**config.mk**
```make
export PLATFORM = sky130hd
export DESIGN_NAME = up_down_counter
export DESIGN_NICKNAME = d
export VERILOG_FILES = /design/src/rtl/up_down_counter_pkg.sv /design/src/rtl/up_down_counter_next.sv /design/src/rtl/up_down_counter.sv
export SDC_FILE = /design/constraint.sdc
export NUM_CORES = 1
export LEC_CHECK = 0
export CORE_AREA = 5 5 42 44
export CTS_BUF_LIST = sky130_fd_sc_hd__clkbuf_8 sky130_fd_sc_hd__clkbuf_16
export DETAILED_ROUTE_END_ITERATION = 8
export DIE_AREA = 0 0 47 49
export PLACE_DENSITY = 0.38
export SLEW_MARGIN = 10
export SYNTH_ARGS = -nofsm -noshare
export SYNTH_HDL_FRONTEND = slang
export SYNTH_SLANG_ARGS = --single-unit
```
**constraint.sdc**
```tcl
create_clock -name clk -period 2.2 [get_ports clk]
set_input_delay 0.44 -clock clk [delete_from_list [all_inputs] [get_ports clk]]
set_output_delay 0.44 -clock clk [all_outputs]
set_load 0.02 [all_outputs]
```
**src/rtl/up_down_counter_pkg.sv**
```systemverilog
// Shared constants and types for the up/down counter slice.
// The direction encoding matches the cntrl pin level directly.
package up_down_counter_pkg;

  localparam int CNT_WIDTH_DEFAULT = 4;

  typedef enum logic {
    DIR_DOWN = 1'b0,
    DIR_UP   = 1'b1
  } dir_e;

endpackage

```
**src/rtl/up_down_counter_next.sv**
```systemverilog
// Next-state logic for the up/down counter: a +/-1 step modulo 2**WIDTH.
// Purely combinational; wrap-around comes for free from the fixed-width add.
module up_down_counter_next
  import up_down_counter_pkg::*;
#(
  parameter int WIDTH = CNT_WIDTH_DEFAULT
) (
  input  logic [WIDTH-1:0] count_q,
  input  logic             cntrl,
  output logic [WIDTH-1:0] count_d
);

  dir_e dir;

  assign dir = dir_e'(cntrl);

  always_comb begin
    count_d = count_q;
    if (dir == DIR_UP) begin
      count_d = count_q + WIDTH'(1);
    end else begin
      count_d = count_q - WIDTH'(1);
    end
  end

endmodule

```
**src/rtl/up_down_counter.sv**
```systemverilog
// Free-running up/down counter: async active-low clear, one step per edge.
// Port order is fixed because existing instances connect by position.
module up_down_counter
  import up_down_counter_pkg::*;
#(
  parameter int WIDTH = CNT_WIDTH_DEFAULT
) (
  input  logic             clk,
  input  logic             cntrl,
  input  logic             rst,
  output logic [WIDTH-1:0] count
);

  logic [WIDTH-1:0] count_q;
  logic [WIDTH-1:0] count_d;

  up_down_counter_next #(
    .WIDTH(WIDTH)
  ) u_next (
    .count_q(count_q),
    .cntrl  (cntrl),
    .count_d(count_d)
  );

  // Reset clears immediately and overrides any edge that coincides with it.
  always_ff @(posedge clk or negedge rst) begin
    if (!rst) begin
      count_q <= '0;
    end else begin
      count_q <= count_d;
    end
  end

  assign count = count_q;

endmodule

```
After elaboration in Yosys (flattened, before gate mapping):

Cells that the tools add are included.

* flip-flop bits (word level): 4
* logic and storage cells: 4
* output and inout port bits: 4

* $add $sub $neg: 2
* mux-type cells: 1

Operators with widths (number)
* adder 4 x 1 -> 4 bit (second input constant): 1
* two-way mux 4 bit: 1
* subtractor 4 x 1 -> 4 bit (second input constant): 1

Depth between registers and ports, before layout:

Gate-level depths: netlist (run 1).

* word-level depth: 2
* depth in mapped cells: 5
* gate-level depth less buffers: 5

Hierarchy:

Synthesis (run 1) repeated with hierarchy kept, for this count alone.

* cell total of the unflattened synthesis: 14
* area total of the unflattened synthesis: 195.2 um^2

Modules (own cells, without submodules)
* up_down_counter: area an instance 100.1 um^2, instances 1, cells an instance 4
* up_down_counter_next: area an instance 95.1 um^2, instances 1, cells an instance 10

Least setup slack after synthesis (run 1):

OpenSTA, ideal clock, no wires.

* path kind: input port to flip-flop
* start: input port cntrl
* end: register count_q[3] (netlist: count[3])
* stages on the path: 5
* library setup time: 123 ps
* data arrival time: 1145 ps
* path buffers: 0
* path slack: 932 ps
* cell sequence: inv_1 -> ha_1 -> a21o_1 -> a21oi_2 -> xnor2_1

* word-level cells in the longest chain between the ends: 1

RTL lines
* start: declaration: line up_down_counter.sv:9 `input logic cntrl,`
* two-way mux 4 bit: line up_down_counter_next.sv:19 `if (dir == DIR_UP) begin`
* via count_d[3]: line up_down_counter.sv:15 `logic [WIDTH-1:0] count_d;`
* end signal: assignment: line up_down_counter.sv:30 `count_q <= count_d;`
* end: declaration: line up_down_counter.sv:14 `logic [WIDTH-1:0] count_q;`

The timed path passes the listed nets, and every way through them passes these cells.

Worst setup path after layout (run 1):

* start: register count_q[0] (netlist: count[0])
* end: output port count[0]

RTL lines
* end: declaration: line up_down_counter.sv:11 `output logic [WIDTH-1:0] count`

No word-level cell between the ends.

==> qor.yml, run 1 <==
status: "completed"
min_period_ps: 1700
cts_buffer_depth: 2
fill_cells: 158
drv_cap: 0
post-route-drc-count: 0
worst_pin_slew_ps: 220
antenna_cells: 0
core_mm2: 0.00140
nets: 31
drtIter0Drc: 0
io_pins: 7
routed_wl_um: 409
path_class: "flip-flop to output pin"
syn_area_um2: 195
syn-mean-instance-area_um2: 13.9
via_per_inst: 3.51
p_per_area_mw_per_mm2: 1520
critPathMaxStageDelay_ps: 640
synth-seq-cells: 4
dp.final_hpwl_um: 284
crit_path_start_kind: "flip-flop"
port_buffers: 6
synth_edf_count: 0
cts_sinks: 4
hold_ws_ps: 437
arrival_ps: 1260
clk_pin_slew_ps: 30
synth_top_area_share_pct: 51.3
critical_path_buf_inv_count: 1
largest_reg_flops: 4
cts_made_buffers: 3
path_cells: "clkdlybuf4s50_1"
grt_pass1_vias: 158
cts_tree: "yes"
synth_warnings: 0
cp.required_ps: 1760
worstSetupEndpointType: "output pin"
vias: 137
grt-ovfl-total: 0
cts_hold_buf: 0
synth_most_common_cell: "dfrtp_1"
grt_pass1_wl_um: 724
die_x_um: 47
synth_ff_type: "dfrtp_1"
skew_ps: 2.05
die_height_um: 49
syn-num-nets: 20
dieArea_mm2: 0.00230
leakage_nw: 0.143
worstPathMaxFanout: 4
ys_top_cells_by_area: "dfrtp_1 (51%), ha_1 (13%), fa_1 (10%)"
cts.repair.resized: 0
max_slew_margin_pct: 85.3
root_buffer: "clkbuf_8"
synthCells: 14
post_cts_buffers: 0
postRouteAntennaNets: 0
grt_setup_unrepaired: "no"
layout-drive-gt1-share_pct: 17.4
yosys-top-cells-count: "dfrtp_1 (4), ha_1 (2), inv_1 (2), xnor2_1 (2)"
place_congestion: 0.631
setup_viol: 0
max_freq_ghz: 0.587
antenna_found_initial: 0
grtUsageTotal_pct: 5.09
async_flop_share_pct: 100
drtPass1Iterations: 1
wire_per_inst_um: 10.5
slew_violations: 0
cp_top_family: "buffers and inverters"
rows: 14
cts.htree.levels: 1
insertion_delay_ps: 220
yosysSeqAreaShare_pct: 51.3
holdCritPathClass: "primary input to asynchronous set/reset pin"
hold_violations: 0
syn_to_final_growth_pct: 62.2
cp_slowest_cell: "clkdlybuf4s50_1"
yosysTopAreaCell: "dfrtp_1"
synth_cell_types: 8
max-vdd-ir-drop_mv: 0.480
tns_ps: 0
start_util_pct: 13.9
grt_start_max_net_pins: 5
timing.final.crit_share_pct: 77.4
==> path summary, 6_finish.rpt <==
check / startpoint / to / slack, ps / cells past startpoint
worst min register to register: count[0] / count[0] / 510 / 1
worst max-delay path: count[0] / count[0] / 500 / 1
max in group asynchronous: rst / count[2] / 1580 / 1
min in group clk: count[0] / count[0] / 510 / 1
worst min-delay path: rst / count[1] / 440 / 1
worst max register to register: count[1] / count[3] / 990 / 4
==> metal layers <==
| layer | wire [um] | track usage [%] |
|---|---|---|
| met5 | 0 | 0 |
| met1 | 190 | 6.01 |
| met4 | 9 | 2.76 |
| met2 | 133 | 4.52 |
| met3 | 75 | 7.01 |
==> through the flow <==
stage / std cells / setup slack, ps / utilization, % / total power, mW / area, um^2
2_1_floorplan: 14 / 932 / - / 0.250 / 195
3_3_place_gp: 36 / 349 / 19.6 / 0.326 / 275
3_5_place_dp: 36 / 355 / 19.6 / 0.328 / 275
4_1_cts: 39 / 489 / 22.6 / 0.490 / 317
5_1_grt: 39 / 428 / 22.6 / 0.517 / 317
6_report: 39 / 498 / 22.6 / 0.481 / 317
==> cell usage in the layout, fill, tap and decap left out <==
cell type | Yosys | final
a21o_1 | 1 | 1
a21oi_2 | 1 | 1
clkbuf_8 | 0 | 3
clkdlybuf4s50_1 | 0 | 6
dfrtp_1 | 4 | 4
fa_1 | 1 | 1
ha_1 | 2 | 2
inv_1 | 2 | 2
xnor2_1 | 2 | 2
xor2_1 | 1 | 1
==> where the power goes <==
| part | internal, mW | switching, mW | leakage, nW |
|---|---|---|---|
| Combinational | 0.106 | 0.0932 | 0.0770 |
| Clock | 0.117 | 0.0376 | 0.0216 |
| Sequential | 0.105 | 0.0223 | 0.0442 |
==> logic make-up (layout without fill, tap and decap cells) <==
logic type	Yosys count	after routing	share of synthesized area, %
buf+inv	2	11	3.85
xor+xnor	3	3	13.5
compound gates	2	2	8.34
flops	4	4	51.3
fa+ha+maj	3	3	23.1
==> cell type report <==
| class | instances | area [um^2] | share of cell area, % |
|---|---|---|---|
| well taps | 16 | 20.0 | 6.32 |
| repair buffers | 6 | 60.1 | 19.0 |
| clock buffers | 3 | 41.3 | 13.0 |
| flip-flops and latches | 4 | 100 | 31.6 |
| inverters | 2 | 7.51 | 2.37 |
| multi-input cells | 8 | 87.6 | 27.7 |
Note: power is estimated with default switching activity, not from simulation.
==> run 2: changes to the inputs <==
==> constraint.sdc (replaced) <==
create_clock -name clk -period 1.65 [get_ports clk]
set_input_delay 0.33 -clock clk [delete_from_list [all_inputs] [get_ports clk]]
set_output_delay 0.33 -clock clk [all_outputs]
set_load 0.02 [all_outputs]
==> qor.yml, run 2 (same netlist as run 1, synthesis figures left out) <==
status: "completed"
crit_path_start_kind: "flip-flop"
cts_made_buffers: 3  # unchanged
dp.final_hpwl_um: 280  # -1.4%
via_per_inst: 3.38  # -3.9%
leakage_nw: 0.148  # +3.4%
syn_to_final_growth_pct: 66.0
worst_pin_slew_ps: 217  # -2.63 ps
antenna_cells: 0  # unchanged
grt-busiest-layer: "met3"
post_cts_buffers: 0  # unchanged
drtIter0Drc: 0  # unchanged
skew_ps: 2.07  # +0.0199 ps
cts_tree: "yes"
cts_sinks: 4  # unchanged
dieArea_mm2: 0.00230  # unchanged
grt_setup_unrepaired: "no"
critical_path_buf_inv_count: 1  # unchanged
routed_wl_um: 370  # -9.5%
cp.required_ps: 1320  # -440 ps
hold_violations: 0  # unchanged
max-vdd-ir-drop_mv: 0.532  # +11%
drtPass1Iterations: 1  # unchanged
final_cell_mix: "clkdlybuf4s50_1 (6), dfrtp_1 (4), clkbuf_8 (3)"
critPathMaxStageDelay_ps: 630  # about the same
die_x_um: 47  # unchanged
worstSetupEndpointType: "output pin"
timing.final.crit_share_pct: 95.8
tns_ps: 0  # unchanged
layout-drive-gt1-share_pct: 20.8  # +3.4 points
place_congestion: 0.614  # -2.7%
core_mm2: 0.00140  # unchanged
cts_hold_buf: 0  # unchanged
startpoint: "count[0]"
cp_top_family: "buffers and inverters"
max_slew_margin_pct: 85.5  # +0.18 points
layout_commonest_cell: "clkdlybuf4s50_1"
slew_violations: 0  # unchanged
start_util_pct: 13.9  # unchanged
grtUsageTotal_pct: 4.89  # -0.21 points
post-route-drc-count: 0  # unchanged
die_height_um: 49  # unchanged
setup_ws_ps: 68.7  # -429 ps
place_ws_ps: -94.0  # -449 ps
vias: 135  # -1.5%
port_buffers: 6  # unchanged
max_freq_ghz: 0.632
grt-ovfl-total: 0  # unchanged
min_period_ps: 1580
antenna_found_initial: 0  # unchanged
cts_buffer_depth: 2  # unchanged
cts.repair.resized: 0  # unchanged
setup_viol: 0  # unchanged
insertion_delay_ps: 210  # about the same
rr_startpoint: "count[1]"
largest_reg_flops: 4  # unchanged
io_pins: 7  # unchanged
grt.met3_usage_pct: 6.27  # -0.74 points
nets: 32  # +3.2%
root_buffer: "clkbuf_8"
p_per_area_mw_per_mm2: 1950  # +29%
grt_pass1_vias: 149  # -5.7%
cts.htree.levels: 1  # unchanged
hold_ws_ps: 326  # -111 ps
path_class: "flip-flop to output pin"
path_cells: "clkdlybuf4s50_1"
met2_usage_pct: 3.62  # -0.90 points
drv_cap: 0  # unchanged
post-route-util_pct: 23.1  # +0.54 points
worstPathMaxFanout: 4  # unchanged
grt.met1_usage_pct: 5.37  # -0.64 points
holdCritPathClass: "primary input to asynchronous set/reset pin"
rows: 14  # unchanged
grt_pass1_wl_um: 655  # -9.5%
arrival_ps: 1250  # about the same
clk_pin_slew_ps: 30  # about the same
wire_per_inst_um: 9.25  # -12%
postRouteAntennaNets: 0  # unchanged
grt_start_max_net_pins: 5  # unchanged
cp_slowest_cell: "clkdlybuf4s50_1"
[run 2: changes by cell type in the layout (fill, tap and decap cells not counted)]
cell / delta
buf_4: +1
[run 2: per-stage QoR]
step,cell area [um^2],cells,power [mW]
2_1_floorplan,195,14,0.333
3_3_place_gp,283,37,0.436
3_5_place_dp,283,37,0.441
4_1_cts,324,40,0.648
5_1_grt,324,40,0.680
6_report,324,40,0.633
[run 2: final timing paths]
kind / end / slack [ps] / cells past startpoint
setup / recovery: count[0] / 70 / 1
hold / removal: count[3] / 330 / 1
setup reg to reg: count[3] / 450 / 4
hold reg to reg: count[0] / 510 / 1
max in group asynchronous: count[0] / 1150 / 1
min in group clk: count[0] / 510 / 1
[run 2: final cells by class]
cell class	instances	area, um^2
Timing Repair Buffer	7	67.6
Inverter	2	7.51
Multi-Input combinational cell	8	87.6
Sequential cell	4	100
Tap cell	16	20.0
Fill cell	159	1080
Clock buffer	3	41.3
[run 2: routing by layer]
layer | vias to the layer above | routed length (um)
met2 | 7 | 111
met5 | - | 0
li1 | 66 | -
met3 | 2 | 58
met1 | 60 | 190
met4 | 0 | 8
[run 2: power breakdown]
part | internal, mW | leakage, nW | switching [mW]
clock network | 0.155 | 0.0216 | 0.0431
logic | 0.142 | 0.0818 | 0.124
registers | 0.140 | 0.0442 | 0.0285
total | 0.437 | 0.148 | 0.196
==> run 3: changes to the inputs <==
--- a/config.mk
+++ b/config.mk
@@ -10,6 +10,7 @@
 export DETAILED_ROUTE_END_ITERATION = 8
 export DIE_AREA = 0 0 47 49
 export PLACE_DENSITY = 0.38
+export RECOVER_POWER = 50
 export SLEW_MARGIN = 10
 export SYNTH_ARGS = -nofsm -noshare
 export SYNTH_HDL_FRONTEND = slang
==> qor.yml, run 3 (same netlist as run 1, synthesis figures left out) <==
status: "completed"
cts_made_buffers: 3  # unchanged
nets: 32  # unchanged
topRoutingLayerUsed: "met4"
cp.required_ps: 1320  # about the same
port_buffers: 6  # unchanged
p_per_area_mw_per_mm2: 1950  # about the same
dp.final_hpwl_um: 280  # unchanged
critical_path_buf_inv_count: 1  # unchanged
drv_cap: 0  # unchanged
post_cts_buffers: 0  # unchanged
post-route-drc-count: 0  # unchanged
met2_length_um: 111  # unchanged
grt_setup_unrepaired: "no"
syn_to_final_growth_pct: 66.0  # unchanged
worst_pin_slew_ps: 217  # unchanged
core_mm2: 0.00140  # unchanged
start_util_pct: 13.9  # unchanged
cts_buffer_depth: 2  # unchanged
setup_viol: 0  # unchanged
grt_pass1_wl_um: 655  # unchanged
wire_per_inst_um: 9.23  # -0.27%
via_per_inst: 3.38  # unchanged
skew_ps: 2.07  # unchanged
leakage_nw: 0.148  # +0.18%
crit_path_start_kind: "flip-flop"
cts_sinks: 4  # unchanged
io_pins: 7  # unchanged
slew_violations: 0  # unchanged
cts.htree.levels: 1  # unchanged
drtPass1Iterations: 1  # unchanged
grtUsageTotal_pct: 4.89  # unchanged
placed_area_um2: 283  # unchanged
die_x_um: 47  # unchanged
min_period_ps: 1580  # unchanged
layout-drive-gt1-share_pct: 20.8  # unchanged
worstSetupEndpointType: "output pin"
path_class: "flip-flop to output pin"
cts.repair.resized: 0  # unchanged
holdCritPathClass: "primary input to asynchronous set/reset pin"
insertion_delay_ps: 210  # about the same
grt-ovfl-total: 0  # unchanged
cp_slowest_cell: "clkdlybuf4s50_1"
grt_pass1_vias: 149  # unchanged
cp_top_family: "buffers and inverters"
drtIter0Drc: 0  # unchanged
path_cells: "clkdlybuf4s50_1"
root_buffer: "clkbuf_8"
arrival_ps: 1250  # about the same
die_height_um: 49  # unchanged
max_slew_margin_pct: 85.5  # unchanged
largest_reg_flops: 4  # unchanged
place_congestion: 0.614  # unchanged
routed_wl_um: 369  # -0.27%
layout_commonest_cell: "clkdlybuf4s50_1"
hold_violations: 0  # unchanged
max_freq_ghz: 0.632  # unchanged
postRouteAntennaNets: 0  # unchanged
clk_pin_slew_ps: 30  # about the same
vias: 135  # unchanged
grt_start_max_net_pins: 5  # unchanged
worstPathMaxFanout: 4  # unchanged
met3_length_um: 58  # unchanged
dieArea_mm2: 0.00230  # unchanged
antenna_cells: 0  # unchanged
timing.final.crit_share_pct: 95.8  # unchanged
antenna_found_initial: 0  # unchanged
stdcell_area_um2: 324  # unchanged
critPathMaxStageDelay_ps: 630  # about the same
cts_tree: "yes"
fill_cells: 159  # unchanged
final_cell_mix: "clkdlybuf4s50_1 (5), dfrtp_1 (4), clkbuf_8 (3)"
drt-met1-wl_um: 190  # unchanged
post-route-util_pct: 23.1  # unchanged
rows: 14  # unchanged
max-vdd-ir-drop_mv: 0.532  # -0.11%
cts_hold_buf: 0  # unchanged
run 3: cell types whose count changed in the layout (fill, tap and decap cells not counted):
cell	delta
clkdlybuf4s50_1	-1
dlygate4sd3_1	+1
run 3: final timing paths:
| kind | startpoint | slack [ps] | end | cells after the start |
|---|---|---|---|---|
| max | count[0] | 70 | count[0] | 1 |
| min | rst | 400 | count[3] | 1 |
| max reg2reg | count[1] | 450 | count[3] | 4 |
| min reg2reg | count[0] | 510 | count[0] | 1 |
| max in group asynchronous | rst | 1080 | count[0] | 1 |
| min in group clk | count[0] | 510 | count[0] | 1 |
run 3: cell type report:
cell class | count | area [um^2] | share of cell area [%]
Tap cell | 16 | 20.0 | 6.18
Clock buffer | 3 | 41.3 | 12.7
Multi-Input combinational cell | 8 | 87.6 | 27.0
Sequential cell | 4 | 100 | 30.9
Timing Repair Buffer | 7 | 67.6 | 20.8
Inverter | 2 | 7.51 | 2.32
run 3: report_power, final:
group          switching, mW  leakage [nW]  internal, mW
Sequential            0.0285        0.0442         0.140
Clock                 0.0431        0.0216         0.155
Combinational          0.124        0.0821         0.142
Total                  0.196         0.148         0.437
run 3: metal layers:
metal  GRT usage (%)  vias to the layer above
met5               0                        -
li1                -                       66
met1            5.37                       60
met2            3.62                        7
met3            6.27                        2
met4            5.53                        0
run 3: metrics by stage:
stage | power (mW) | TNS (ps) | hold WS, ps | setup slack [ps] | cells
after floorplan | 0.333 | 0 | 34.4 | 413 | 14
after global placement | 0.436 | -72.3 | 489 | -72.3 | 37
after detailed placement | 0.441 | -94.0 | 500 | -94.0 | 37
after CTS | 0.648 | 0 | 325 | 61.0 | 40
after global routing | 0.680 | 0 | 411 | 10.3 | 40
final | 0.633 | 0 | 396 | 68.7 | 40
